==> src/rtl/hdmi_audio_clk_gen.sv <==
// Audio fs strobe and HDMI ACR CTS/N generator, running in the pixel-clock domain.
// Optional build macro HDMI_AUDIO_FS_SEL_EN adds fs_sel (0: 48 kHz/N=6144, 1: 44.1 kHz/N=6272).
module hdmi_audio_clk_gen #(
  parameter int FREQ_W      = 27,
  parameter int SAMPLE_RATE = 48000,
  parameter int N_VALUE     = 6144
) (
  input  logic              clk,
  input  logic              reset,
  input  logic              enable,
`ifdef HDMI_AUDIO_FS_SEL_EN
  input  logic              fs_sel,
`endif
  input  logic [FREQ_W-1:0] clk_freq,
  output logic              audio_sample,
  output logic              acr_stb,
  output logic [19:0]       cts,
  output logic [19:0]       n
);

  localparam int          ACC_W   = FREQ_W + 1;
  localparam logic [19:0] CYC_MAX = '1;

  typedef enum logic [1:0] {
    MODE_RESTART,
    MODE_INVALID,
    MODE_IDLE,
    MODE_RUN
  } mode_e;

  logic [FREQ_W-1:0] freq_q;
  logic [FREQ_W-1:0] rate;
  logic [ACC_W-1:0]  acc;
  logic [ACC_W-1:0]  acc_d;
  logic [ACC_W-1:0]  sum;
  logic [ACC_W-1:0]  freq_ext;
  logic [19:0]       cyc_cnt;
  logic [19:0]       cyc_cnt_d;
  logic [19:0]       cts_d;
  logic [19:0]       n_new;
  logic [5:0]        smp_cnt;
  logic [5:0]        smp_cnt_d;
  logic [5:0]        win_last;
  logic              sel_change;
  logic              sample_d;
  logic              acr_d;
  mode_e             mode;

`ifdef HDMI_AUDIO_FS_SEL_EN
  logic fs_sel_q;

  assign rate       = fs_sel_q ? FREQ_W'(44100) : FREQ_W'(48000);
  assign win_last   = fs_sel_q ? 6'd48 : 6'd47;
  assign n_new      = fs_sel ? 20'd6272 : 20'd6144;
  assign sel_change = (fs_sel != fs_sel_q);

  always_ff @(posedge clk) begin
    fs_sel_q <= fs_sel;
  end
`else
  assign rate       = FREQ_W'(SAMPLE_RATE);
  assign win_last   = 6'(N_VALUE / 128 - 1);
  assign n_new      = 20'(N_VALUE);
  assign sel_change = 1'b0;
`endif

  assign freq_ext = {1'b0, freq_q};

  // A rate change outranks everything except reset; a slow clock outranks enable.
  always_comb begin
    if ((clk_freq != freq_q) || sel_change) begin
      mode = MODE_RESTART;
    end else if (freq_q < (rate << 1)) begin
      mode = MODE_INVALID;
    end else if (!enable) begin
      mode = MODE_IDLE;
    end else begin
      mode = MODE_RUN;
    end
  end

  always_comb begin
    // NOTE: every signal gets a default before the case so no path leaves one unassigned (no latches).
    acc_d     = acc;
    cyc_cnt_d = cyc_cnt;
    smp_cnt_d = smp_cnt;
    cts_d     = cts;
    sample_d  = 1'b0;
    acr_d     = 1'b0;
    sum       = acc + {1'b0, rate};

    unique case (mode)
      MODE_RESTART, MODE_IDLE: begin
        acc_d     = '0;
        cyc_cnt_d = '0;
        smp_cnt_d = '0;
      end
      MODE_INVALID: begin
        acc_d     = '0;
        cyc_cnt_d = '0;
        smp_cnt_d = '0;
        cts_d     = '0;
      end
      default: begin
        cyc_cnt_d = (cyc_cnt == CYC_MAX) ? CYC_MAX : cyc_cnt + 20'd1;
        if (sum >= freq_ext) begin
          acc_d    = sum - freq_ext;
          sample_d = 1'b1;
          // The strobe that closes a window reports the clocks it spanned, itself included.
          if (smp_cnt == win_last) begin
            cts_d     = (cyc_cnt == CYC_MAX) ? CYC_MAX : cyc_cnt + 20'd1;
            acr_d     = 1'b1;
            cyc_cnt_d = '0;
            smp_cnt_d = '0;
          end else begin
            smp_cnt_d = smp_cnt + 6'd1;
          end
        end else begin
          acc_d = sum;
        end
      end
    endcase
  end

  always_ff @(posedge clk) begin
    // NOTE: non-blocking assignments so every register samples the pre-edge values.
    if (reset) begin
      freq_q       <= clk_freq;
      acc          <= '0;
      cyc_cnt      <= '0;
      smp_cnt      <= '0;
      audio_sample <= 1'b0;
      acr_stb      <= 1'b0;
      cts          <= '0;
      n            <= n_new;
    end else begin
      freq_q       <= clk_freq;
      acc          <= acc_d;
      cyc_cnt      <= cyc_cnt_d;
      smp_cnt      <= smp_cnt_d;
      audio_sample <= sample_d;
      acr_stb      <= acr_d;
      cts          <= cts_d;
      if (mode == MODE_RESTART) begin
        n <= n_new;
      end
    end
  end

endmodule

==> config.mk <==
export PLATFORM = sky130hd
export DESIGN_NAME = hdmi_audio_clk_gen
export DESIGN_NICKNAME = d
export VERILOG_FILES = /design/src/rtl/hdmi_audio_clk_gen.sv
export SDC_FILE = /design/constraint.sdc
export NUM_CORES = 1
export LEC_CHECK = 0
export CORE_ASPECT_RATIO = 0.7
export CORE_MARGIN = 4
export CORE_UTILIZATION = 51
export DETAILED_ROUTE_END_ITERATION = 16
export PLACE_DENSITY = 0.77
export SLEW_MARGIN = 10
export SYNTH_ARGS = -nofsm -noshare
export SYNTH_HDL_FRONTEND = slang
export SYNTH_SLANG_ARGS = --single-unit
==> constraint.sdc <==
create_clock -name clk -period 3.6 [get_ports clk]
set_input_delay 1.08 -clock clk [delete_from_list [all_inputs] [get_ports clk]]
set_output_delay 1.08 -clock clk [all_outputs]
set_load 0.03 [all_outputs]
==> qor.json <==
{
  "clock_path_buffers": 2,
  "setup-violations-final": 76,
  "cts_bufs_inserted": 9,
  "finish.net_count": 911,
  "relSlewSlack_pct": 57.7,
  "num_antenna_cells": 0,
  "async_flop_share_pct": 0,
  "worstSkewPairLatency_ns": 0.36,
  "worst_setup_path_start_kind": "register",
  "net-switching-power_mw": 0.660,
  "finalNonFillerCells": 1005,
  "pin_count_of_the_biggest_net_entering_global_routing": 34,
  "power_density_nw_per_um2": 301,
  "yosys-top-cells-area": "sky130_fd_sc_hd__dfxtp_1 35%, sky130_fd_sc_hd__xor2_1 7.2%, sky130_fd_sc_hd__ha_1 7.1%",
  "type_of_the_setup_path_with_the_least_slack": "reg -> reg",
  "tritoncts_clock_tree": "yes",
  "ys_seq_elements": 103,
  "maxCapViolations": 0,
  "synth_cell_type_count": 62,
  "ys.warnings.count": 0,
  "hold_buffers": 0,
  "vdd_drop_max_v": 0.000266,
  "drc": 0,
  "worstMarginPinSlew_ns": 0.630,
  "globalRouteOverflowTotal": 0,
  "syn-cell-area_um2": 5860,
  "outcome": "complete, but fails checks",
  "clock_network_fraction_of_total_power_pct": 41.7,
  "most_used_flip_flop_cell_after_synthesis": "sky130_fd_sc_hd__dfxtp_1",
  "die_height_um": 97.7,
  "max_stage_delay_ns": 0.53,
  "final-max-slew-violation-count": 0,
  "postRouteWirelength_mm": 20.1,
  "crit_end": "cts[1]",
  "critical_path.slowest_cell": "sky130_fd_sc_hd__or4_4",
  "reg2reg_setup_slack_ns": -0.53,
  "post_drt_wl_per_cell_um": 20.0,
  "sequentialPowerShare_pct": 47.1,
  "swShare_pct": 26.5,
  "syn-instance-count": 692,
  "dp.final_hpwl_mm": 12.9,
  "multiInputGateArea_um2": 3970,
  "routabilityCongestion": 0.991,
  "worst_slack_ns": -0.527,
  "combinationalPowerShare_pct": 11.3,
  "grt_antenna_before_repair": 0,
  "p_int_mw": 1.83,
  "rsz0062_at_grt": "yes",
  "die_w_um": 136,
  "critPathLaunch": "acc[9]",
  "route.vias.total": 5986,
  "synthesized_area_per_cell_um2": 8.46,
  "dp_cells": 964,
  "crit-reg2reg-capture": "cts[1]",
  "setup.worst_path.end_class": "register",
  "max_clk_rate_mhz": 242,
  "fillerInstances": 782,
  "drtPass1Iterations": 5,
  "gr-usage-all-layers_pct": 27.9,
  "placement.setup.worst_slack_ns": -0.703,
  "worstHoldPathType": "reg -> reg",
  "htree_num_levels": 3,
  "core_um2": 11100,
  "cts.sink_count": 103,
  "netlist.top_cell.by_area": "sky130_fd_sc_hd__dfxtp_1",
  "floorplan.die_area_um2": 13300,
  "final.period_utilization_pct": 115,
  "number_of_flops_mapped_to_enable_cells_by_yosys": 0,
  "detailedRoute.firstIterationViolations": 612,
  "finalWorstPathRequiredPeriod_ns": 4.13,
  "p_leak_nw": 3.54,
  "grt_pass1_vias": 5649,
  "timing.rr.start": "acc[9]",
  "worstPathRequired_ns": 3.91,
  "report.power.total_mw": 2.49,
  "path_clk_slew_ns": 0.08,
  "reg2reg_depth": 16,
  "yosys.area.top_type_share_pct": 35.2,
  "critPathMaxFanout": 5,
  "areaGrowthSynthToFinish_pct": 41.2,
  "drive_above_1_share_pct": 26.9,
  "ff_latch_area_um2": 2060,
  "worstPathCellList": "o31a_1 > or4_4 > a21oi_4 > nor2_2 > xor2_2 > ha_1 > o21ai_1 > nor2_2 > o31ai_2 > a21oi_2 > or4_4 > buf_8 > a21oi_4 > o21ba_4 > clkbuf_16 > a22o_1",
  "wire_length_of_the_first_global_routing_pass_mm": 29.3,
  "port-buffer-count": 51,
  "via_per_inst": 5.96,
  "ys_seq_area_share_pct": 35.2,
  "floorplan.rows": 32,
  "timing.clock.skew_ns": 0.00851,
  "hold_viol_final": 0,
  "failed_checks": "setup timing",
  "data_arrival_time_at_the_worst_slack_endpoint_ns": 4.44,
  "ctsRootBufferMaster": "sky130_fd_sc_hd__clkbuf_16",
  "io_pins": 72,
  "effective_utilization_at_floorplan_pct": 52.6,
  "detail-route-antenna-nets": 0
}
-- flip-flops by register name, indices dropped and copies added, names as in the netlist --
| name | cells |
|---|---|
| acc | 28 |
| freq_q | 27 |
| cts | 20 |
| cyc_cnt | 20 |
| smp_cnt | 6 |
| acr_stb | 1 |
| audio_sample | 1 |
-- Yosys cell counts (3+ instances only) --
| master | instances |
|---|---|
| sky130_fd_sc_hd__a2111o_1 | 4 |
| sky130_fd_sc_hd__a211oi_1 | 12 |
| sky130_fd_sc_hd__a21o_1 | 10 |
| sky130_fd_sc_hd__a21oi_1 | 55 |
| sky130_fd_sc_hd__a22o_1 | 18 |
| sky130_fd_sc_hd__a31oi_1 | 3 |
| sky130_fd_sc_hd__and3_1 | 9 |
| sky130_fd_sc_hd__buf_2 | 6 |
| sky130_fd_sc_hd__buf_4 | 21 |
| sky130_fd_sc_hd__buf_6 | 3 |
| sky130_fd_sc_hd__clkbuf_1 | 12 |
| sky130_fd_sc_hd__dfxtp_1 | 103 |
| sky130_fd_sc_hd__ha_1 | 33 |
| sky130_fd_sc_hd__inv_1 | 39 |
| sky130_fd_sc_hd__mux2i_1 | 4 |
| sky130_fd_sc_hd__nand2_1 | 63 |
| sky130_fd_sc_hd__nand2b_1 | 4 |
| sky130_fd_sc_hd__nand3_1 | 31 |
| sky130_fd_sc_hd__nand3b_1 | 3 |
| sky130_fd_sc_hd__nand4_1 | 15 |
| sky130_fd_sc_hd__nor2_1 | 54 |
| sky130_fd_sc_hd__nor2b_1 | 5 |
| sky130_fd_sc_hd__nor3_1 | 16 |
| sky130_fd_sc_hd__nor4_1 | 10 |
| sky130_fd_sc_hd__nor4b_1 | 3 |
| sky130_fd_sc_hd__o211ai_1 | 4 |
| sky130_fd_sc_hd__o21a_1 | 4 |
| sky130_fd_sc_hd__o21ai_0 | 18 |
| sky130_fd_sc_hd__o21bai_1 | 3 |
| sky130_fd_sc_hd__o2bb2ai_1 | 3 |
| sky130_fd_sc_hd__o31a_1 | 3 |
| sky130_fd_sc_hd__or2_2 | 3 |
| sky130_fd_sc_hd__or3_1 | 5 |
| sky130_fd_sc_hd__xnor2_1 | 32 |
| sky130_fd_sc_hd__xor2_1 | 48 |
-- worst max-delay path, delay by kind of cell (launching register included) --
kind                       cells  cell delay [ns]
AOI/OAI and AO/OA              8             1.69
DFF                            1             0.32
xor gates and xnor gates       1             0.26
adders and majority gates      1             0.34
buffers and inverters          2             0.33
and+or+nand+nor                4             1.15
-- cell type report --
class,instances,area share (%)
clock buffer,9,2.72
clock inverter,7,1.07
inverter,39,1.77
multi-input combinational,526,48.0
sequential,103,25.0
tap,153,2.31
timing repair buffer,168,19.1
-- placed cells by master, fill, tap and decap left out, drive strengths merged, types with 4 or more instances in the layout --
cell,count
buf,113
dfxtp,103
nand2,64
a21oi,56
nor2,54
xor2,48
clkdlybuf4s50,45
inv,42
ha,33
xnor2,32
nand3,31
conb,20
o21ai,19
a22o,18
nor3,16
nand4,15
clkbuf,12
a211oi,12
nor4,11
a21o,10
and3,9
dlygate4sd2,6
nor2b,5
nand2b,5
o211ai,5
or3,5
a2111o,4
mux2i,4
o21a,4
-- kinds of logic after synthesis --
logic type,count (synthesis),share of synthesized area [%]
AO/OA/AOI/OAI,155,18.0
XOR/XNOR,80,12.0
adder cells (fa/ha/maj),34,7.39
buffers and inverters,81,7.05
flip-flops,103,35.2
multiplexers,4,0.684
other,2,0.128
AND/OR/NAND/NOR,233,19.6
-- per-layer routing --
layer / routed length [um] / track usage (%) / part of all wire [%]
met1: 8600 / 40.4 / 43
met2: 8810 / 41.2 / 44
met3: 2030 / 6.47 / 10
met4: 626 / 7.98 / 3.1
met5: 0 / 0 / 0
-- worst min-delay path by stage --
stage | start | to | slack (ns) | cells after the start
after floorplan | cyc_cnt[0] | cyc_cnt[0] | 0.45 | 1
after global placement | cts[16] | cts[16] | 0.45 | 1
after detailed placement | cts[19] | cts[19] | 0.45 | 1
after CTS | cts[19] | cts[19] | 0.48 | 1
after global routing | cts[0] | cts[0] | 0.50 | 1
final | cts[19] | cts[19] | 0.48 | 1
-- per-stage QoR --
stage | util, % | cell area (um^2) | TNS [ns] | hold slack, ns
6_report | 74.3 | 8270 | -28.86 | 0.480
5_1_grt | 74.3 | 8270 | -33.52 | 0.498
4_1_cts | 70.8 | 7880 | -8.47 | 0.481
3_5_place_dp | 63.9 | 7120 | -36.20 | 0.448
3_3_place_gp | 63.9 | 7120 | -28.64 | 0.448
2_1_floorplan | - | 5960 | 0 | 0.450
-- power by group through the flow --
stage          logic (mW)  registers (mW)  clock network, mW
6_report            0.280            1.17               1.04
5_1_grt             0.297            1.17               1.09
4_1_cts             0.259            1.17               1.04
3_5_place_dp        0.242            1.20                  0
3_3_place_gp        0.239            1.20                  0
2_1_floorplan       0.165            1.19                  0
-- what timing repair did --
| action | CTS | global route |
|---|---|---|
| pin swaps | 24 | 38 |
| buffers inserted | 13 | 6 |
| endpoints found under the hold margin | 0 | 0 |
| endpoints found under the setup margin | 75 | 76 |
| gates resized for setup | 55 | 67 |
| cloned | 6 | 3 |
Note: power is estimated with default switching activity, not from simulation.
